--- config.mk ---
export PLATFORM = sky130hd
export DESIGN_NAME = ram_fifo
export DESIGN_NICKNAME = d
export VERILOG_FILES = /design/src/rtl/ram_2port.sv /design/src/rtl/ram_fifo.sv
export SDC_FILE = /design/constraint.sdc
export NUM_CORES = 2
export LEC_CHECK = 0
export CAP_MARGIN = 10
export CORE_MARGIN = 2
export CORE_UTILIZATION = 61
export DETAILED_ROUTE_END_ITERATION = 16
export MAX_ROUTING_LAYER = met4
export PLACE_DENSITY_LB_ADDON = 0.05
export SLEW_MARGIN = 20
export SYNTH_ARGS = -nofsm -noshare
export SYNTH_HDL_FRONTEND = slang
export SYNTH_SLANG_ARGS = --single-unit
--- constraint.sdc ---
create_clock -name clk -period 25.8 [get_ports clk]
set_clock_uncertainty 0.15 [all_clocks]
set_input_delay 2.58 -clock clk [delete_from_list [all_inputs] [get_ports clk]]
set_output_delay 2.58 -clock clk [all_outputs]
set_load 0.02 [all_outputs]
--- src/rtl/ram_2port.sv ---
// Simple dual-port RAM: one synchronous write port and one read port whose
// data is registered, so read_data follows read_addr by one clock.
module ram_2port #(
  parameter int ADDR_WIDTH = 6,
  parameter int DATA_WIDTH = 64
) (
  input  logic                  clk,
  input  logic                  write_en,
  input  logic [ADDR_WIDTH-1:0] write_addr,
  input  logic [DATA_WIDTH-1:0] write_data,
  input  logic                  read_en,
  input  logic [ADDR_WIDTH-1:0] read_addr,
  output logic [DATA_WIDTH-1:0] read_data
);

  logic [DATA_WIDTH-1:0] r_mem [0:(1<<ADDR_WIDTH)-1];

  // write port
  always_ff @(posedge clk) begin
    if (write_en) begin
      r_mem[write_addr] <= write_data;
    end
  end

  // registered read port; contents and read register are intentionally not reset
  always_ff @(posedge clk) begin
    if (read_en) begin
      read_data <= r_mem[read_addr];
    end
  end

endmodule

--- src/rtl/ram_fifo.sv ---
// RAM-backed FIFO with a 2-entry output buffer so the head is registered and
// a full-rate stream survives the one-cycle RAM read latency.
module ram_fifo #(
  parameter int ADDR_WIDTH = 6,
  parameter int DATA_WIDTH = 64
) (
  input  logic                  clk,
  input  logic                  rst_n,
  input  logic                  in_valid,
  output logic                  in_ready,
  input  logic [DATA_WIDTH-1:0] in_data,
  output logic                  out_valid,
  input  logic                  out_ready,
  output logic [DATA_WIDTH-1:0] out_data,
  output logic [ADDR_WIDTH+1:0] count
);

  localparam int                DEPTH   = 1 << ADDR_WIDTH;
  localparam logic [ADDR_WIDTH:0] DEPTH_C = (ADDR_WIDTH+1)'(DEPTH);

  logic [ADDR_WIDTH-1:0] r_wr_ptr;
  logic [ADDR_WIDTH-1:0] r_rd_ptr;
  logic [ADDR_WIDTH:0]   r_ram_cnt;
  logic                  r_rd_pending;
  logic [1:0]            r_ob_cnt;
  logic [DATA_WIDTH-1:0] r_ob0;
  logic [DATA_WIDTH-1:0] r_ob1;

  logic                  w_push;
  logic                  w_pop;
  logic                  w_issue;
  logic [2:0]            w_ob_base;
  logic [2:0]            w_ob_after;
  logic [DATA_WIDTH-1:0] w_rd_data;
  logic [DATA_WIDTH-1:0] w_ob0_n;
  logic [DATA_WIDTH-1:0] w_ob1_n;
  logic [ADDR_WIDTH:0]   w_ram_cnt_n;

  assign in_ready  = rst_n && (r_ram_cnt < DEPTH_C);
  assign out_valid = (r_ob_cnt != 2'd0);
  assign out_data  = r_ob0;
  assign count     = (ADDR_WIDTH+2)'(r_ram_cnt) + (ADDR_WIDTH+2)'(r_rd_pending)
                   + (ADDR_WIDTH+2)'(r_ob_cnt);

  assign w_push = in_valid && in_ready;
  assign w_pop  = out_valid && out_ready;

  // w_ob_base is the slot an arriving read lands in; issue only if a slot stays free for it
  assign w_ob_base   = {1'b0, r_ob_cnt} - {2'b00, w_pop};
  assign w_ob_after  = w_ob_base + {2'b00, r_rd_pending};
  assign w_issue     = (r_ram_cnt != '0) && (w_ob_after < 3'd2);
  assign w_ram_cnt_n = r_ram_cnt + (ADDR_WIDTH+1)'(w_push) - (ADDR_WIDTH+1)'(w_issue);

  ram_2port #(
    .ADDR_WIDTH (ADDR_WIDTH),
    .DATA_WIDTH (DATA_WIDTH)
  ) u_ram (
    .clk        (clk),
    .write_en   (w_push),
    .write_addr (r_wr_ptr),
    .write_data (in_data),
    .read_en    (w_issue),
    .read_addr  (r_rd_ptr),
    .read_data  (w_rd_data)
  );

  // output buffer next state: shift on pop, then append the returning read
  always_comb begin
    w_ob0_n = r_ob0;
    w_ob1_n = r_ob1;
    if (w_pop) begin
      w_ob0_n = r_ob1;
    end else begin
      w_ob0_n = r_ob0;
    end
    if (r_rd_pending) begin
      case (w_ob_base[1:0])
        2'd0:    w_ob0_n = w_rd_data;
        2'd1:    w_ob1_n = w_rd_data;
        default: w_ob1_n = r_ob1;
      endcase
    end else begin
      w_ob1_n = r_ob1;
    end
  end

  // pointers, occupancy and buffer registers
  always_ff @(posedge clk) begin
    if (!rst_n) begin
      r_wr_ptr     <= '0;
      r_rd_ptr     <= '0;
      r_ram_cnt    <= '0;
      r_rd_pending <= 1'b0;
      r_ob_cnt     <= 2'd0;
      r_ob0        <= '0;
      r_ob1        <= '0;
    end else begin
      if (w_push) begin
        r_wr_ptr <= r_wr_ptr + ADDR_WIDTH'(1);
      end
      if (w_issue) begin
        r_rd_ptr <= r_rd_ptr + ADDR_WIDTH'(1);
      end
      r_ram_cnt    <= w_ram_cnt_n;
      r_rd_pending <= w_issue;
      r_ob_cnt     <= w_ob_after[1:0];
      r_ob0        <= w_ob0_n;
      r_ob1        <= w_ob1_n;
    end
  end

endmodule

==> results.sh <==
export IMPL_crit_path_end_kind="flip-flop"
export IMPL_core_rowCount=190
export IMPL_synth_edff_count=4160
export IMPL_synth_area_per_cell_um2=21.5
export IMPL_setup_ws_ns=18.55
export IMPL_whs_ns=0.314
export IMPL_clk_latency_ns=0.97
export IMPL_hold_path_class="reg2reg"
export IMPL_rsz0062_at_grt="no"
export IMPL_syn2layout_area_growth_pct=12.2
export IMPL_grt_overflow=0
export IMPL_ys_ff_latch=4310
export IMPL_cellLeakagePower_nw=58.1
export IMPL_drive_above_1_share_pct=23.3
export IMPL_worstSetupPathType="in2reg"
export IMPL_critPathLaunch="out_ready"
export IMPL_endpoint="r_ram_cnt[6]$_SDFF_PN0_"
export IMPL_core_area_um2=268000
export IMPL_drt_pass1_iter_count=6
export IMPL_setup_violations=0
export IMPL_setup_tns_final_ns=0
export IMPL_cts_resized=0
export IMPL_finalHoldViolCount=0
export IMPL_synthCells=7652
export IMPL_rr_worst_depth=9
export IMPL_gp_congestion=0.845
export IMPL_vias=84310
export IMPL_cp_arrival_ns=7.97
export IMPL_period_share_pct=28.1
export IMPL_required_ns=26.51
export IMPL_regToRegEndpoint="u_ram.read_data[58]$_DFFE_PP_"
export IMPL_grt_pass1_wl_mm=644
export IMPL_dp_slack_ns=17.36
export IMPL_h_tree_depth=5
export IMPL_viasPerCell=7.03
export IMPL_finalWirelength_mm=466
export IMPL_syn_nets=7743
export IMPL_nFillCells=16695
export IMPL_grt_pass1_vias=81464
export IMPL_drc=0
export IMPL_cts_tree="done"
export IMPL_io_buffers=141
export IMPL_ant_nets=0
export IMPL_synth_top_flop_cell="edfxtp_1"
export IMPL_fmax_mhz=138
export IMPL_max_slew_margin_pct=16.5
export IMPL_slowest_stage="buf_4"
export IMPL_drv_cap=0
export IMPL_fin_crit_ns=7.25
export IMPL_finish_net_count=8142
export IMPL_hold_buffers=0
export IMPL_syn_area_um2=165000
export IMPL_total_power_mw=16.9
export IMPL_tightest_slew_ns=1.24
export IMPL_fp_dieW_um=523
export IMPL_worstPathBufferInverterCount=7
export IMPL_r2r_start="r_rd_ptr[0]$_SDFFE_PN0P_"
export IMPL_gr_usage_all_layers_pct=35.3
export IMPL_synthDistinctLibCells=61
export IMPL_ctsRootBufferMaster="clkbuf_16"
export IMPL_min_from="r_ob1[7]$_SDFFE_PN0P_"
export IMPL_avgRoutedWirePerCell_um=38.8
export IMPL_start_util_pct=61.3
export IMPL_post_cts_repair_setup_buffers=0
export IMPL_slowest_delay_ns=0.77
export IMPL_slew_viol_final=0
export IMPL_power_density_nw_per_um2=91.4
export IMPL_dr_first_iter_drc_count=13187
export IMPL_async_reset_ff_share_pct=0
export IMPL_vdd_drop_max_uv=95.6
export IMPL_ys_seq_area_share_pct=77.8
export IMPL_dp_hpwl_mm=258
export IMPL_yosys_warnings=0
export IMPL_antenna_found_initial=31
export IMPL_numCtsBuffers=422
export IMPL_grt_max_degree=119
export IMPL_die_h_um=523
export IMPL_mostFrequentLayoutCells="edfxtp_1 (4160), mux4_2 (843), mux2i_1 (539)"
export IMPL_cp_max_fo=72
export IMPL_startpoint_type="input pin"
export IMPL_hold_depth=2
export IMPL_status="complete, no violations"
export IMPL_path_clk_slew_ns=0.06
export IMPL_io_pins=142
export IMPL_cpMostUsedCell="ha_1"
export IMPL_worstPathCellList="clkdlybuf4s50_1 -> nand2_4 -> buf_6 -> inv_1 -> ha_1 -> inv_1 -> ha_1 -> ha_1 -> xor2_1 -> a211oi_4 -> buf_4 -> ha_1 -> inv_1 -> ha_1 -> inv_1 -> fa_1 -> nand2b_1 -> a21oi_1 -> o21ai_0 -> a21oi_1 -> o21ai_0 -> a21boi_0"
export IMPL_crit_family="buffers and inverters"
export IMPL_clk_path_buf_depth=4
export IMPL_cp_depth=22
export IMPL_rrSetupSlack_ns=19.48
export IMPL_die_area_um2=274000
export IMPL_clock_sinks=4310
export IMPL_layout_commonest_cell="edfxtp_1"
==> area by class of cell <==
class / instances / area (um2) / share of cell area [%]
multi-input combinational: 2873 / 34800 / 18.9
sequential: 4310 / 128000 / 69.3
clock buffer: 530 / 11300 / 6.12
tap: 3552 / 4440 / 2.41
antenna: 41 / 103 / 0.0556
timing repair buffer: 421 / 3480 / 1.89
inverter: 23 / 90.1 / 0.0488
clock inverter: 248 / 2420 / 1.31
==> metal layers <==
layer	track usage (%)	up-vias	part of all wire, %
li1	-	32940	-
met5	-	-	0
met2	52.2	5521	47
met4	10.4	0	3.2
met1	49.9	45145	38
met3	8.23	704	12
==> sequential cells by signal (all words and copies together) (netlist names) <==
name and count:
r_ram_cnt 7, r_wr_ptr 6, r_rd_ptr 6, u_ram.r_mem 4096, u_ram.read_data 64, out_data 64
r_ob1 64, r_rd_pending 1, r_ob_cnt 2
==> metrics by stage <==
stage	instance area, um2	utilization (%)	instances
after floorplan	165000	-	7652
after global placement	170000	63.6	11173
after detailed placement	170000	63.6	11175
after CTS	184000	68.7	11953
after global routing	185000	68.8	11994
final	185000	68.8	11998
==> logic make-up (layout without fill, tap and decap cells) <==
| family | Yosys count | in the layout | synth area share [%] |
|---|---|---|---|
| flops | 4310 | 4310 | 77.8 |
| mux | 1431 | 1431 | 15.2 |
| compound gates | 831 | 831 | 3.74 |
| simple gates | 572 | 572 | 1.49 |
| buf+inv | 469 | 1222 | 1.59 |
| fa+ha+maj | 23 | 23 | 0.189 |
| xor+xnor | 16 | 16 | 0.0852 |
| other cells | 0 | 41 | 0 |
==> Yosys cell counts, drive strengths merged (16+ instances only) <==
| master | count | area (um2) |
|---|---|---|
| nor2b | 19 | 119 |
| o22ai | 119 | 744 |
| a221oi | 32 | 280 |
| a22o | 25 | 219 |
| inv | 23 | 86.3 |
| mux4 | 843 | 19000 |
| o211a | 68 | 681 |
| ha | 20 | 250 |
| a21boi | 66 | 495 |
| nor2 | 116 | 435 |
| nand2 | 325 | 1220 |
| and2 | 16 | 100 |
| a21oi | 103 | 515 |
| mux2 | 49 | 552 |
| buf | 274 | 1880 |
| edfxtp | 4160 | 125000 |
| mux2i | 539 | 5400 |
| dfxtp | 150 | 3000 |
| a2111oi | 25 | 219 |
| o221ai | 91 | 797 |
| a211o | 24 | 210 |
| a22oi | 69 | 518 |
| and3 | 16 | 100 |
| clkbuf | 172 | 646 |
| a211oi | 89 | 668 |
| nand3 | 26 | 130 |
| o21ai | 63 | 315 |
==> worst min path at each step <==
| stage | to | slack [ns] |
|---|---|---|
| floorplan | r_ob1[56]$_SDFFE_PN0P_ | 0.29 |
| global placement | r_ob1[16]$_SDFFE_PN0P_ | 0.30 |
| detailed placement | r_ob1[7]$_SDFFE_PN0P_ | 0.31 |
| CTS | r_ob1[7]$_SDFFE_PN0P_ | 0.31 |
| global route | r_ob1[3]$_SDFFE_PN0P_ | 0.34 |
| finish | r_ob1[7]$_SDFFE_PN0P_ | 0.31 |
==> report_power, final <==
| part | switching, mW | internal [mW] | total [mW] |
|---|---|---|---|
| clock | 2.58 | 3.54 | 6.12 |
| sequential | 0.120 | 7.86 | 7.98 |
| combinational | 1.57 | 1.20 | 2.77 |
==> worst reg2reg max path, delay by kind of cell (launching register included) <==
kind | cells | cell delay [ns]
mux | 1 | 0.60
compound gates | 4 | 1.53
buf+inv | 4 | 2.98
flops | 1 | 0.75
No activity file was read; power rests on OpenSTA's default activity.
